===== src/rtl/icache_pkg.sv =====
// Shared state encoding and address-split helpers for the fetch-side instruction cache.
package icache_pkg;

    typedef enum logic [1:0] {
        IDLE   = 2'd0,
        FILL   = 2'd1,
        COMMIT = 2'd2
    } state_e;

    localparam int DEF_LINE_WORDS = 4;
    localparam int DEF_NUM_LINES  = 16;

    function automatic int off_w(input int line_words);
        return $clog2(line_words) + 2;
    endfunction

    function automatic int idx_w(input int num_lines);
        return $clog2(num_lines);
    endfunction

    function automatic int tag_w(input int line_words, input int num_lines);
        return 32 - idx_w(num_lines) - off_w(line_words);
    endfunction

endpackage


===== src/rtl/icache_line_array.sv =====
// Valid/tag/data storage for a direct-mapped cache: async read, sync word and tag writes,
// per-line valid clear, and clear-all of the valid bits on reset.
module icache_line_array
    import icache_pkg::*;
#(
    parameter int LINE_WORDS = DEF_LINE_WORDS,
    parameter int NUM_LINES  = DEF_NUM_LINES,
    parameter int TAG_W      = tag_w(DEF_LINE_WORDS, DEF_NUM_LINES)
) (
    input  logic                          clk,
    input  logic                          rst,
    input  logic [$clog2(NUM_LINES)-1:0]  rd_idx_i,
    input  logic [$clog2(LINE_WORDS)-1:0] rd_word_i,
    output logic                          rd_valid_o,
    output logic [TAG_W-1:0]              rd_tag_o,
    output logic [31:0]                   rd_data_o,
    input  logic                          word_we_i,
    input  logic [$clog2(NUM_LINES)-1:0]  wr_idx_i,
    input  logic [$clog2(LINE_WORDS)-1:0] wr_word_i,
    input  logic [31:0]                   wr_data_i,
    input  logic                          tag_we_i,
    input  logic [TAG_W-1:0]              wr_tag_i,
    input  logic                          clr_i,
    input  logic [$clog2(NUM_LINES)-1:0]  clr_idx_i
);

    logic [NUM_LINES-1:0] valid_q;
    logic [TAG_W-1:0]     tag_q  [NUM_LINES];
    logic [31:0]          data_q [NUM_LINES][LINE_WORDS];

    assign rd_valid_o = valid_q[rd_idx_i];
    assign rd_tag_o   = tag_q[rd_idx_i];
    assign rd_data_o  = data_q[rd_idx_i][rd_word_i];

    always_ff @(posedge clk) begin
        if (rst) begin
            valid_q <= '0;
        end else if (clr_i) begin
            valid_q[clr_idx_i] <= 1'b0;
        end else if (tag_we_i) begin
            valid_q[wr_idx_i] <= 1'b1;
        end
    end

    // Tag and data contents survive reset; only the valid bits gate their use.
    always_ff @(posedge clk) begin
        if (tag_we_i) begin
            tag_q[wr_idx_i] <= wr_tag_i;
        end
        if (word_we_i) begin
            data_q[wr_idx_i][wr_word_i] <= wr_data_i;
        end
    end

endmodule


===== src/rtl/icache_fetch_ctrl.sv =====
// Direct-mapped instruction cache responder for the fetch PC: combinational hit path,
// and a line refill FSM talking to instruction memory over a req/ack handshake.
module icache_fetch_ctrl
    import icache_pkg::*;
#(
    parameter int LINE_WORDS = DEF_LINE_WORDS,
    parameter int NUM_LINES  = DEF_NUM_LINES
) (
    input  logic        clk,
    input  logic        rst,
    input  logic [31:0] pc,
    output logic        hit,
    output logic [31:0] instr,
    output logic        mem_req,
    output logic [31:0] mem_addr,
    input  logic        mem_ack,
    input  logic [31:0] mem_rdata
);

    localparam int OFF_W  = off_w(LINE_WORDS);
    localparam int IDX_W  = idx_w(NUM_LINES);
    localparam int TAG_W  = tag_w(LINE_WORDS, NUM_LINES);
    localparam int WORD_W = OFF_W - 2;
    localparam logic [WORD_W-1:0] LAST_WORD = WORD_W'(LINE_WORDS - 1);

    logic [WORD_W-1:0] pc_word;
    logic [IDX_W-1:0]  pc_idx;
    logic [TAG_W-1:0]  pc_tag;
    logic              unused_pc_bits;

    assign pc_word        = pc[OFF_W-1:2];
    assign pc_idx         = pc[OFF_W+IDX_W-1:OFF_W];
    assign pc_tag         = pc[31:OFF_W+IDX_W];
    assign unused_pc_bits = ^pc[1:0];

    state_e            state_q, state_d;
    logic [WORD_W-1:0] cnt_q, cnt_d;
    logic [TAG_W-1:0]  miss_tag_q, miss_tag_d;
    logic [IDX_W-1:0]  miss_idx_q, miss_idx_d;

    logic              line_valid;
    logic [TAG_W-1:0]  line_tag;
    logic [31:0]       line_data;
    logic              word_we, tag_we, clr_en;

    icache_line_array #(
        .LINE_WORDS (LINE_WORDS),
        .NUM_LINES  (NUM_LINES),
        .TAG_W      (TAG_W)
    ) u_lines (
        .clk        (clk),
        .rst        (rst),
        .rd_idx_i   (pc_idx),
        .rd_word_i  (pc_word),
        .rd_valid_o (line_valid),
        .rd_tag_o   (line_tag),
        .rd_data_o  (line_data),
        .word_we_i  (word_we && !rst),
        .wr_idx_i   (miss_idx_q),
        .wr_word_i  (cnt_q),
        .wr_data_i  (mem_rdata),
        .tag_we_i   (tag_we && !rst),
        .wr_tag_i   (miss_tag_q),
        .clr_i      (clr_en && !rst),
        .clr_idx_i  (pc_idx)
    );

    // Purely combinational from registered state and pc so it settles well before negedge.
    assign hit      = (state_q == IDLE) && line_valid && (line_tag == pc_tag);
    assign instr    = hit ? line_data : 32'h0;
    assign mem_req  = (state_q == FILL);
    assign mem_addr = mem_req ? {miss_tag_q, miss_idx_q, cnt_q, 2'b00} : 32'h0;

    always_comb begin
        state_d    = state_q;
        cnt_d      = cnt_q;
        miss_tag_d = miss_tag_q;
        miss_idx_d = miss_idx_q;
        word_we    = 1'b0;
        tag_we     = 1'b0;
        clr_en     = 1'b0;
        case (state_q)
            IDLE: begin
                if (!hit) begin
                    state_d    = FILL;
                    miss_tag_d = pc_tag;
                    miss_idx_d = pc_idx;
                    cnt_d      = '0;
                    clr_en     = 1'b1;
                end
            end
            FILL: begin
                if (mem_ack) begin
                    word_we = 1'b1;
                    if (cnt_q == LAST_WORD) begin
                        state_d = COMMIT;
                    end else begin
                        cnt_d = cnt_q + 1'b1;
                    end
                end
            end
            COMMIT: begin
                tag_we  = 1'b1;
                state_d = IDLE;
            end
            default: state_d = IDLE;
        endcase
    end

    always_ff @(posedge clk) begin
        if (rst) begin
            state_q <= IDLE;
            cnt_q   <= '0;
        end else begin
            state_q <= state_d;
            cnt_q   <= cnt_d;
        end
    end

    always_ff @(posedge clk) begin
        miss_tag_q <= miss_tag_d;
        miss_idx_q <= miss_idx_d;
    end

endmodule


===== config.mk =====
export PLATFORM = sky130hd
export DESIGN_NAME = icache_fetch_ctrl
export DESIGN_NICKNAME = d
export VERILOG_FILES = /design/src/rtl/icache_pkg.sv /design/src/rtl/icache_line_array.sv /design/src/rtl/icache_fetch_ctrl.sv
export SDC_FILE = /design/constraint.sdc
export NUM_CORES = 2
export LEC_CHECK = 0
export CORE_ASPECT_RATIO = 0.5
export CORE_MARGIN = 5
export CORE_UTILIZATION = 45
export CTS_BUF_LIST = sky130_fd_sc_hd__clkbuf_4 sky130_fd_sc_hd__clkbuf_8 sky130_fd_sc_hd__clkbuf_16
export CTS_CLUSTER_DIAMETER = 60
export DETAILED_ROUTE_END_ITERATION = 7
export SLEW_MARGIN = 15
export SYNTH_ARGS = -nofsm -noshare
export SYNTH_HDL_FRONTEND = slang
export SYNTH_SLANG_ARGS = --single-unit

===== constraint.sdc =====
create_clock -name clk -period 8.8 [get_ports clk]
set_input_delay 2.2 -clock clk [delete_from_list [all_inputs] [get_ports clk]]
set_output_delay 2.2 -clock clk [all_outputs]
set_load 0.1 [all_outputs]

==> Word level (Yosys, flattened, before mapping) <==
Memories as Yosys holds them, arrays and structs flattened.
Cells that the tools add are included.
{ "word_totals": {"inputBits": 67, "out_inout_bits": 66, "mem_count": 2, "ramBits": 2432, "word_cells": 76, "register_bits": 48} }
{ "op_classes": {"mux": 32, "n_bitwise": 6, "n_eq_ne": 8, "n_addsub": 1, "n_reduce_logical": 15, "magnitude_cmp": 7} }
{ "mem_list": {"columns": ["memory", "depth", "word_bits", "read_ports", "rd_clocked_by_memory_dff", "write_ports", "line", "source"], "rows": [
  ["u_lines.data_q", 16, 128, 1, 0, 1, "icache_line_array.sv:29", "logic [31:0] data_q [NUM_LINES][LINE_WORDS];"],
  ["u_lines.tag_q", 16, 24, 1, 0, 1, "icache_line_array.sv:28", "logic [TAG_W-1:0] tag_q [NUM_LINES];"]
]} }
{ "ops": {"columns": ["cell", "count"], "rows": [
  ["two-way mux 32 bit", 5],
  ["two-way mux 128 bit", 1],
  ["binary-select mux 32 bit (select 2 bit)", 1],
  ["demux 32 bit (select 2 bit)", 1],
  ["two-way mux 16 bit", 2],
  ["equality test 24 bit", 1],
  ["bitwise AND 16 bit", 1],
  ["inverter 16 bit", 1],
  ["OR 16 bit", 1],
  ["two-way mux 2 bit", 6],
  ["two-way mux 1 bit", 11],
  ["less-than comparator 4 x 5 -> 1 bit (second input constant)", 2],
  ["demux 1 bit (select 4 bit)", 2],
  [">= comparator 4 x 1 -> 1 bit (second input constant)", 2],
  ["logical AND 1 bit", 8],
  ["case mux 2 bit (2 select lines)", 2],
  [">= comparator 3 bit (second input constant)", 2],
  ["inverter 2 -> 3 bit", 2],
  ["binary-select mux 1 bit (select 4 bit)", 1],
  ["equality test 2 bit (second input constant)", 2],
  ["inequality test 2 x 1 -> 1 bit (second input constant)", 2],
  ["inequality test 2 bit (second input constant)", 2],
  ["AND reduction 4 bit", 1],
  ["nonzero test 2 bit", 2],
  ["8 further kinds", 8]
]} }

==> Longest topological paths before layout <==
{ "logic_depth": {"word_depth": 8, "ltp_mapped": 15, "mapped_depth_nobuf": 8} }

==> Hierarchy <==
From an unflattened synthesis, not the netlist that was laid out.
{ "hier_totals": {"hier_cells": 4292, "hier_area_um2": 95006.1} }
{ "by_module_without_submodules": {"columns": ["mod", "n_inst", "cells_each", "seq_area_each_um2", "area_per_inst_um2"], "rows": [
  ["icache_line_array", 1, 4138, 73350.3, 93230.7],
  ["icache_fetch_ctrl", 1, 154, 920.9, 1775.5]
]} }

==> Worst setup path after synthesis <==
Ideal clock, no wire load.
{ "synth_path": {"path_type": "in2out", "from": "input port pc[5]", "to": "output port instr[10]", "arrival_ns": 6.366, "path_buffers": 4, "path_stages": 12, "setup_slack_ns": 0.234, "required_time_ns": 6.600, "path_cell_list": "buf_2 > buf_1 > mux4_2 > mux2i_1 > nand3b_1 > o2111ai_1 > o2111ai_1 > or4b_1 > or2_1 > buf_2 > buf_2 > nor2b_1"} }
{ "synth_between": {"elab_chain_cells": 5, "word_cells_on_any_way": 11, "classes_between": "eq/ne: 1; mux: 6; reduce/logical: 2; memory: 2"} }
{ "synth_rtl": {"columns": ["element", "line", "source"], "rows": [
  ["start: declaration", "icache_fetch_ctrl.sv:11", "input logic [31:0] pc,"],
  ["memory (16 x 128 bit) / binary-select mux 1 bit (select 4 bit) (equally long branches)", null, null],
  ["binary-select mux 32 bit (select 2 bit) / two-way mux 1 bit (equally long branches)", "icache_line_array.sv:33, icache_line_array.sv:31", null],
  ["two-way mux 32 bit (implied by the code) / logical AND 1 bit (equally long branches) (2 in series)", "icache_line_array.sv:33, icache_fetch_ctrl.sv:69", null],
  ["two-way mux 32 bit *", "icache_fetch_ctrl.sv:70", "assign instr = hit ? line_data : 32'h0;"],
  ["end: declaration", "icache_fetch_ctrl.sv:13", "output logic [31:0] instr,"]
]} }
Mark *: on every way between the ends. The rest lies on a longest branch, timed or not. The select of a mux whose other input is x is not followed.

==> Worst setup path in the final report <==
{ "layout_path": {"from": "input port pc[5]", "to": "output port instr[1]"} }
The elaborated chain is that of the path after synthesis.

==> results.toml <==
[cts]
cts_tree = "yes"
cts_inserted_buffers = 221
clkLatencyLatePin_ps = 860
post_cts_buffers = 0
clk_pin_slew_ps = 70
clockBufferDepth = 4
cts_root_buffer = "clkbuf_16"
postCtsHoldBufs = 0
htree_levels = 4
clkSinkCount = 2480
post_cts_resize_count = 0

[drt]
first_pass_iters = 7
via_count = 43611
antenna_left = 0
drt-initial-drc-count = 5443
drt_wl_total_mm = 233
wl_per_cell_um = 32.1
viasPerCell = 6.02
route.detailed.drc = 0

[synthesis]
synth_top_cells_by_count = "2,460 x edfxtp_1, 746 x mux4_2, 132 x nor2_1, 111 x clkbuf_1, 78 x mux2i_1"
async_flop_share_pct = 0
yosysMostFrequentCell = "edfxtp_1"
yosysTopAreaCellShare_pct = 77.5
ys_seq_area_share_pct = 77.9
netlist_top_cells_area = "edfxtp_1 77%, mux4_2 18%, mux2i_1 0.82%"
synth_area_leader_cell = "edfxtp_1"
synth_warnings = 0
synth_edf_count = 2460
postSynthAreaPerCell_um2 = 24.2
ys_types = 62
syn_area_um2 = 95300
ys.flop_type = "edfxtp_1"
synth_cells = 3945
ys_ff_latch = 2480

[placement]
globalplace.congestion = 0.770
place_hpwl_mm = 125
placed_cell_area_um2 = 101000
dp_cells = 6850
numPortBuffers = 128

[timing]
hold_ws_ps = 543
period_needed_ps = 8330
timing_hold_violations_final = 0
setup_violations = 0
fin_setup_tns_ps = 0
final-max-slew-violation-count = 0
tightest_slew_ps = 1230
fmax_mhz = 120
fin_crit_sh_pct = 94.6
skew_ps = 59.4
relSlewSlack_pct = 17.5
rsz0062_at_grt = "false"

[power_and_ir_drop]
power_density_nw_per_um2 = 217
ir_drop_uv = 142
power.total_mw = 23.5
power.leakage_nw = 33.2

[grt]
grt_pass1_vias = 43782
grt_usage_pct = 20.9
grt_first_pass_wirelength_mm = 328
grt-ovfl-total = 0
antenna_found_initial = 23
grt_max_degree = 129

[die]
die_h_um = 335
ios = 133
coreArea_um2 = 211000
die_width_um = 661
start_util_pct = 45.3
die_area_um2 = 222000
placementRows = 119

[finish]
final_nets = 4305
fillCellCount = 16160
drive_above_1_share_pct = 31.7
regArea_um2 = 74300
syn_to_final_growth_pct = 13.6
instances_no_fill = 7247
multiInputGateArea_um2 = 20700
stdcell_area_um2 = 108000

[critical_path]
path_max_fanout = 49
cp-start-kind = "input pin"
cp.arrival_ps = 6130
worstSetupPathType = "in -> out"
crit_required_ps = 6600
critPathCaptureType = "output pin"

[run]
drv_cap = 0

[min_path]
hold_path.class = "reg -> reg"

[status]
status = "complete, no violations"
[metrics by stage]
stage	utilization (%)	worst slack (ps)
after CTS	51.3	429
after global routing	51.4	289
after detailed placement	48.1	438
final	51.4	473
after floorplan	-	234
after global placement	48.1	466
[per-layer routing]
layer  vias up  GRT usage, %  share of wire (%)
li1      17570             -                  -
met1     23924          29.8                 41
met2      1778          32.4                 47
met3       339          5.81                9.6
met4         0          4.52                2.0
met5         -             0                  0
[flip-flops by register name, summed over array words and instances, names as in the netlist]
register	cells
u_lines.tag_q	384
miss_idx_q	4
u_lines.valid_q	16
u_lines.data_q	2048
miss_tag_q	24
cnt_q	2
state_q	2
[final timing paths]
path / from / endpoint / slack, ps / cells past startpoint
setup / recovery: pc[5] / instr[1] / 470 / 11
hold / removal: u_lines.valid_q[7] / u_lines.valid_q[7] / 540 / 2
setup reg to reg: state_q[0] / u_lines.data_q[13][2] / 4540 / 5
hold reg to reg: u_lines.valid_q[7] / u_lines.valid_q[7] / 540 / 2
[where the power goes]
part	switching (mW)	internal, mW
clock network	4.14	5.16
registers	0.0304	13.0
logic	0.710	0.465
[kinds of logic after synthesis]
group           Yosys count  synth area share [%]
compound gates          101                 0.843
xor+xnor                 20                 0.184
fa+ha+maj                 4                0.0525
buf+inv                 220                  1.02
flops                  2480                  77.9
mux                     830                  18.5
other cells               1               0.00393
simple gates            289                  1.49
[layout by cell type (no fill, tap or decap), types with 9 or more instances in the layout]
cell	n
a22oi_1	20
and2_1	33
buf_12	53
buf_2	24
buf_4	132
bufinv_16	13
clkbuf_16	224
clkbuf_4	46
clkdlybuf4s50_1	57
clkinv_1	51
clkinv_2	41
dfxtp_1	20
edfxtp_1	2460
inv_1	14
mux2i_1	78
mux4_2	746
nand2_1	26
nor2_1	52
nor2_4	80
nor2b_1	40
o21ai_0	10
o41a_1	9
xnor2_1	13
[area by class of cell]
type                    instances  share of cell area [%]
clock inverters               117                   0.839
well taps                    2843                    3.28
inverters                      15                  0.0589
flip-flops and latches       2480                    68.6
clock buffers                 270                    5.49
repair buffers                270                    2.60
multi-input cells            1246                    19.1
diodes                          6                  0.0139
[critical path, cell delays in order]
cell and delay (ps):
buf_8 370, mux4_2 580, mux2i_1 140, mux2i_1 100, xnor2_1 510, or4b_1 490, or4b_1 600, or2_2 380
buf_4 230, nor2b_1 240, buf_12 210
Power figures use the tool's default switching activity.
